===== src/rtl/ex_muldiv.sv =====
// Execute-stage RISC-V M-extension unit: 2-cycle multiplier and 32-iteration
// restoring divider behind a small FSM that stalls decode until write-back.
module ex_muldiv #(
  parameter int XLEN      = 32,
  parameter int DIV_ITERS = XLEN,
  parameter int RADDR_W   = 5
) (
  input  logic               clk,
  input  logic               rst,
  input  logic               start_i,
  input  logic [2:0]         funct3_i,
  input  logic [XLEN-1:0]    op1_i,
  input  logic [XLEN-1:0]    op2_i,
  input  logic [RADDR_W-1:0] reg_waddr_i,
  input  logic               flush_i,
  output logic               busy_o,
  output logic               done_o,
  output logic [XLEN-1:0]    result_o,
  output logic               reg_we_o,
  output logic [RADDR_W-1:0] reg_waddr_o
);

  typedef enum logic [1:0] {IDLE, MUL, DIV, DONE} state_t;

  localparam logic [5:0]      LAST_ITER = 6'(DIV_ITERS - 1);
  localparam logic [XLEN-1:0] MIN_NEG   = {1'b1, {(XLEN-1){1'b0}}};

  function automatic logic [XLEN-1:0] neg_if(input logic [XLEN-1:0] v, input logic c);
    return c ? (~v + 1'b1) : v;
  endfunction

  function automatic logic [XLEN-1:0] magnitude(input logic [XLEN-1:0] v, input logic sgn);
    return neg_if(v, sgn & v[XLEN-1]);
  endfunction

  state_t state, state_n;

  logic [1:0]      funct3_p0;
  logic [XLEN-1:0] op1_p0, op2_p0, rem_p0, quo_p0;
  logic [5:0]      cnt_p0;
  logic            neg_q_p0, neg_r_p0;

  logic            accept, is_div, div_zero, div_ovf, special, signed_div, last_iter;
  logic [XLEN-1:0] special_res, mul_res, div_res, rem_n, quo_n;
  logic [XLEN:0]   shifted, diff;
  logic signed [2*XLEN-1:0] mul_a, mul_b, prod;

  assign accept     = (state == IDLE) & start_i & ~flush_i & ~rst;
  assign is_div     = funct3_i[2];
  assign signed_div = ~funct3_i[0];
  assign div_zero   = (op2_i == '0);
  assign div_ovf    = signed_div & (op1_i == MIN_NEG) & (&op2_i);
  assign special    = is_div & (div_zero | div_ovf);
  assign last_iter  = (cnt_p0 == LAST_ITER);

  always_comb begin
    special_res = '0;
    if (div_zero) special_res = funct3_i[1] ? op1_i : '1;
    else          special_res = funct3_i[1] ? '0 : MIN_NEG;
  end

  // Multiply: low 64 bits of the sign-extended product are exact for all four ops
  always_comb begin
    mul_a = $signed({{XLEN{(funct3_p0 == 2'b01 || funct3_p0 == 2'b10) && op1_p0[XLEN-1]}}, op1_p0});
    mul_b = $signed({{XLEN{(funct3_p0 == 2'b01) && op2_p0[XLEN-1]}}, op2_p0});
    prod  = mul_a * mul_b;
    mul_res = (funct3_p0 == 2'b00) ? prod[XLEN-1:0] : prod[2*XLEN-1:XLEN];
  end

  // Divide: one restoring step per cycle; remainder < divisor keeps the trial in XLEN+1 bits
  always_comb begin
    shifted = {rem_p0, quo_p0[XLEN-1]};
    diff    = shifted - {1'b0, op2_p0};
    rem_n   = diff[XLEN] ? shifted[XLEN-1:0] : diff[XLEN-1:0];
    quo_n   = {quo_p0[XLEN-2:0], ~diff[XLEN]};
    div_res = funct3_p0[1] ? neg_if(rem_n, neg_r_p0) : neg_if(quo_n, neg_q_p0);
  end

  always_comb begin
    state_n = state;
    case (state)
      IDLE: if (accept) state_n = !is_div ? MUL : (special ? DONE : DIV);
      MUL:  state_n = DONE;
      DIV:  if (last_iter) state_n = DONE;
      DONE: state_n = IDLE;
      default: state_n = IDLE;
    endcase
    if (flush_i) state_n = IDLE;
  end

  assign busy_o   = (state == MUL) | (state == DIV) | accept;
  assign done_o   = (state == DONE);
  assign reg_we_o = done_o;

  always_ff @(posedge clk) begin
    if (rst) begin
      state       <= IDLE;
      cnt_p0      <= '0;
      result_o    <= '0;
      reg_waddr_o <= '0;
    end else begin
      state <= state_n;
      if (accept) begin
        cnt_p0      <= '0;
        reg_waddr_o <= reg_waddr_i;
        if (special) result_o <= special_res;
      end else if (state == DIV) begin
        cnt_p0 <= cnt_p0 + 6'd1;
      end
      if (!flush_i && state == MUL)              result_o <= mul_res;
      if (!flush_i && state == DIV && last_iter) result_o <= div_res;
    end
  end

  // Operand capture and divider datapath
  always_ff @(posedge clk) begin
    if (accept) begin
      funct3_p0 <= funct3_i[1:0];
      op1_p0    <= op1_i;
      op2_p0    <= is_div ? magnitude(op2_i, signed_div) : op2_i;
      rem_p0    <= '0;
      quo_p0    <= magnitude(op1_i, signed_div);
      neg_q_p0  <= signed_div & (op1_i[XLEN-1] ^ op2_i[XLEN-1]);
      neg_r_p0  <= signed_div & op1_i[XLEN-1];
    end else if (state == DIV) begin
      rem_p0 <= rem_n;
      quo_p0 <= quo_n;
    end
  end

endmodule


===== config.mk =====
export PLATFORM = sky130hd
export DESIGN_NAME = ex_muldiv
export DESIGN_NICKNAME = d
export VERILOG_FILES = /design/src/rtl/ex_muldiv.sv
export SDC_FILE = /design/constraint.sdc
export NUM_CORES = 2
export LEC_CHECK = 0
export BUFFER_PORTS_ARGS = -buffer_cell sky130_fd_sc_hd__buf_4
export CORE_MARGIN = 2
export CORE_UTILIZATION = 60
export DETAILED_ROUTE_END_ITERATION = 8
export GPL_ROUTABILITY_DRIVEN = 0
export PLACE_DENSITY = 0.87
export SLEW_MARGIN = 20
export SYNTH_ARGS = -nofsm -noshare
export SYNTH_HDL_FRONTEND = slang
export SYNTH_SLANG_ARGS = --single-unit
export TNS_END_PERCENT = 1

===== constraint.sdc =====
create_clock -name clk -period 8.3 [get_ports clk]
set_clock_uncertainty 0.15 [all_clocks]
set_input_delay 2.075 -clock clk [delete_from_list [all_inputs] [get_ports clk]]
set_output_delay 2.075 -clock clk [all_outputs]
set_load 0.01 [all_outputs]

==> flow_summary.html <==
<table>
<tr><th>Metric</th><th>Value</th></tr>
<tr><th colspan="2">Logic synthesis</th></tr>
<tr><td>Async set-or-reset flop fraction in the synthesized netlist</td><td>0</td></tr>
<tr><td>Top cell type's share of synthesized area</td><td>0.4457</td></tr>
<tr><td>Cell count after synthesis</td><td>about 5800</td></tr>
<tr><td>Cell area after technology mapping</td><td>roughly 51000 µm²</td></tr>
<tr><td>Post-synth top cells</td><td>sky130_fd_sc_hd__inv_1, sky130_fd_sc_hd__fa_1, sky130_fd_sc_hd__nand2_1</td></tr>
<tr><td>Largest cells by area after synthesis</td><td>sky130_fd_sc_hd__fa_1, sky130_fd_sc_hd__inv_1, sky130_fd_sc_hd__nand2_1</td></tr>
<tr><td>Count of warnings emitted by yosys</td><td>0</td></tr>
<tr><td>Cell taking the most area after synthesis</td><td>sky130_fd_sc_hd__fa_1</td></tr>
<tr><td>Most common flop cell mapped by yosys</td><td>sky130_fd_sc_hd__edfxtp_1</td></tr>
<tr><td>Synthesized netlist net count</td><td>7230</td></tr>
<tr><td>Sequential share of the synthesized area</td><td>0.08985</td></tr>
<tr><td>Number of unique standard cell types used by synthesis</td><td>~80</td></tr>
<tr><td>Post-Syn Area per Cell</td><td>between 8 and 9 µm²</td></tr>
<tr><td>Number of flops mapped to enable cells by yosys</td><td>100</td></tr>
<tr><td>Most common cell in the netlist</td><td>sky130_fd_sc_hd__inv_1</td></tr>
<tr><td>Flip-flop and latch count after synthesis</td><td>roughly 180</td></tr>
<tr><th colspan="2">Global routing</th></tr>
<tr><td>Tot GR Track Use</td><td>0.3743</td></tr>
<tr><td>Antenna violations before repair</td><td>10</td></tr>
<tr><td>Leftover overflow at the end of global routing</td><td>0</td></tr>
<tr><td>Vias in the first global route</td><td>around 47000</td></tr>
<tr><td>First-pass GRT wire length</td><td>249.3 mm</td></tr>
<tr><td>Pin count of the biggest net entering global routing</td><td>174</td></tr>
<tr><th colspan="2">Worst setup path</th></tr>
<tr><td>CP Data Required Time</td><td>8.49 ns</td></tr>
<tr><td>Crit-path leading delay family</td><td>adder cells</td></tr>
<tr><td>Most used cell along the critical path</td><td>sky130_fd_sc_hd__fa_1</td></tr>
<tr><td>Critical path's largest stage delay</td><td>approximately 0.60 ns</td></tr>
<tr><td>Critical path data arrival time</td><td>around 8.7 ns</td></tr>
<tr><td>WS Path Type</td><td>flip-flop to flip-flop</td></tr>
<tr><td>Launching element type of the critical path</td><td>flip-flop</td></tr>
<tr><td>Maximum fanout along the worst path</td><td>6</td></tr>
<tr><td>Endpoint type of the worst setup path</td><td>flip-flop</td></tr>
<tr><td>Master of the slowest instance on the critical path</td><td>sky130_fd_sc_hd__fa_2</td></tr>
<tr><td>Crit path buffers/inverters</td><td>7</td></tr>
<tr><th colspan="2">Detailed routing</th></tr>
<tr><td>Wire length reported by the detailed router</td><td>157.4 mm</td></tr>
<tr><td>Number of DRC violations after detailed routing</td><td>~130</td></tr>
<tr><td>Average vias per placed instance</td><td>6.191</td></tr>
<tr><td>Antenna Nets Post-Route</td><td>0</td></tr>
<tr><td>Drt pass-1 iters</td><td>9</td></tr>
<tr><td>Average wire per standard cell</td><td>between 20 and 25 µm</td></tr>
<tr><td>Vias</td><td>around 43000</td></tr>
<tr><td>DR iter-0 viols</td><td>between 4000 and 5000</td></tr>
<tr><th colspan="2">Timing</th></tr>
<tr><td>Setup TNS</td><td>-0.9537 ns</td></tr>
<tr><td>Unrepaired setup endpoints after global routing</td><td>yes</td></tr>
<tr><td>Maximum clock frequency</td><td>roughly 120 MHz</td></tr>
<tr><td>Actual transition at the worst max-transition pin</td><td>around 1 ns</td></tr>
<tr><td>Relative slew margins</td><td>0.3119</td></tr>
<tr><td>Final cycle utilization of the critical path</td><td>1.021</td></tr>
<tr><td>Final hold violations</td><td>0</td></tr>
<tr><td>Max Transition Viols Final</td><td>0</td></tr>
<tr><td>Final WS setup</td><td>-0.1743 ns</td></tr>
<tr><td>Shortest clock period the worst path allows after layout</td><td>roughly 8.5 ns</td></tr>
<tr><td>Post-route worst hold slack</td><td>0.3328 ns</td></tr>
<tr><td>Setup violations, final</td><td>11</td></tr>
<tr><th colspan="2">Place</th></tr>
<tr><td>Number of buffers added on ports</td><td>roughly 120</td></tr>
<tr><td>Estimated wirelength of the detail-placed design</td><td>approximately 130 mm</td></tr>
<tr><td>Number of cells after detailed placement</td><td>between 6000 and 7000</td></tr>
<tr><th colspan="2">Floorplanning</th></tr>
<tr><td>Core Area</td><td>~84000 µm²</td></tr>
<tr><td>Die Footprint</td><td>86630 µm²</td></tr>
<tr><td>Chip Height</td><td>~300 µm</td></tr>
<tr><td>Width of the die</td><td>around 300 µm</td></tr>
<tr><td>Initial Utilization</td><td>0.6053</td></tr>
<tr><td>Number of ports placed on the die boundary</td><td>116</td></tr>
<tr><td>Std cell rows</td><td>between 100 and 150</td></tr>
<tr><th colspan="2">Clock tree</th></tr>
<tr><td>Max Buffers Root-to-Sink</td><td>2</td></tr>
<tr><td>Clock tree from TritonCTS</td><td>yes</td></tr>
<tr><td>Number of sinks handled by clock tree synthesis</td><td>177</td></tr>
<tr><td>Number of hold buffers added after CTS</td><td>0</td></tr>
<tr><td>Total clock buffers created by CTS</td><td>17</td></tr>
<tr><td>Root buffer selected by CTS</td><td>sky130_fd_sc_hd__clkbuf_16</td></tr>
<tr><td>Latest clock arrival within the worst-skew pair</td><td>about 0.46 ns</td></tr>
<tr><td>Number of levels the H-tree was split into</td><td>4</td></tr>
<tr><td>Clock transition at the register clock pins on the worst setup and hold paths after CTS</td><td>0.07 ns</td></tr>
<tr><th colspan="2">Worst hold path</th></tr>
<tr><td>Worst Hold Class</td><td>flip-flop to flip-flop</td></tr>
<tr><th colspan="2">Finish</th></tr>
<tr><td>Synth-to-Final Area Change</td><td>9.596%</td></tr>
<tr><td>Share of post-route cells with drive strength above 1</td><td>0.09337</td></tr>
<tr><td>Final cell count without fillers</td><td>6989</td></tr>
<tr><td>Final layout net count</td><td>7346</td></tr>
<tr><td>Number of filler instances in the final layout</td><td>around 6000</td></tr>
<tr><th colspan="2">Job</th></tr>
<tr><td>Max_cap viols</td><td>0</td></tr>
<tr><th colspan="2">Outcome</th></tr>
<tr><td>Outcome</td><td>complete, but fails checks</td></tr>
<tr><td>Violated checks</td><td>design-rule violations, negative setup slack</td></tr>
</table>
path summary, 6_finish.rpt:
| path | start | to | slack, ns | cells after the start |
|---|---|---|---|---|
| max | funct3_p0[0] | result_o[30] | -0.17 | 30 |
| min | result_o[0] | result_o[0] | 0.33 | 2 |
| max reg2reg | funct3_p0[0] | result_o[30] | -0.17 | 30 |
| min reg2reg | result_o[0] | result_o[0] | 0.33 | 2 |
stage by stage:
stage,setup WS [ns],utilization,instance area [µm²]
2_1_floorplan,-0.1569,-,50700
3_3_place_gp,0.05944,0.6529,54550
3_5_place_dp,-0.1979,0.6529,54550
4_1_cts,-0.08008,0.6609,55220
5_1_grt,-0.3759,0.6632,55410
6_report,-0.1743,0.6634,55430
cells in the final DEF, fill, tap and decap left out, drive strengths merged, types with 17 or more instances in the layout:
cell type     n
nor3         58
mux2i        31
or2          18
edfxtp      100
dfxtp        77
and2        287
a21o         49
xor2         88
nand3        46
buf         410
o31ai        29
nor2        244
nand2       931
nand2b       22
a211oi       58
a21oi       177
o211ai       26
or3          28
o21ai       155
inv        1254
clkbuf       20
o21a         17
xnor2       119
a31oi        17
ha          256
nand4        31
fa         1126
and3         38
cell families (layout without fill, tap and decap cells):
logic type	Yosys count	count (layout)	synth area share
compound gates	652	652	0.08392
xor+xnor	207	207	0.03622
fa+ha+maj	1382	1382	0.5090
buf+inv	1565	1694	0.1165
flops	177	177	0.08985
mux	38	38	0.007694
other cells	0	8	0
simple gates	1751	1751	0.1568
timing repair:
| item | in CTS | in global routing |
|---|---|---|
| endpoints found under the setup margin | 16 | 29 |
| pin swaps | 13 | 22 |
| setup buffers | 6 | 3 |
| gates resized for setup | 19 | 45 |
registers in the layout, indices dropped and copies added, names as in the netlist:
name and flops:
quo_p0 32, result_o 32, cnt_p0 6, neg_q_p0 1, op1_p0 32, op2_p0 32, state 2, neg_r_p0 1
rem_p0 32, funct3_p0 2, reg_waddr_o 5
final cells by class:
| class | instances | area (µm²) | area share |
|---|---|---|---|
| Clock inverter | 12 | 118.9 | 0.002144 |
| Tap cell | 1080 | 1351 | 0.02438 |
| Timing Repair Buffer | 410 | 3786 | 0.06831 |
| Sequential cell | 177 | 4544 | 0.08198 |
| Antenna cell | 8 | 20.02 | 0.0003612 |
| Inverter | 1252 | 4720 | 0.08514 |
| Multi-Input combinational cell | 4030 | 40430 | 0.7294 |
| Clock buffer | 20 | 456.7 | 0.008239 |
worst reg2reg max path: cells and delay by family, from the launching register on:
family	cells	cell delay (ns)
mux	1	0.23
compound gates	8	1.68
flops	1	0.42
fa+ha+maj	10	4.72
simple gates	4	0.45
buf+inv	7	0.68
routing by layer:
| layer | vias up | routed length [µm] | track usage |
|---|---|---|---|
| met2 | 3213 | 72530 | 0.5959 |
| met3 | 964 | 20560 | 0.1182 |
| li1 | 17750 | - | - |
| met4 | 12 | 13980 | 0.2598 |
| met5 | - | 172 | 0 |
| met1 | 21330 | 50120 | 0.4321 |
Power is left out: the tool's default activity adds up to more than one toggle a clock period on the data nets, which glitch-free logic cannot reach.
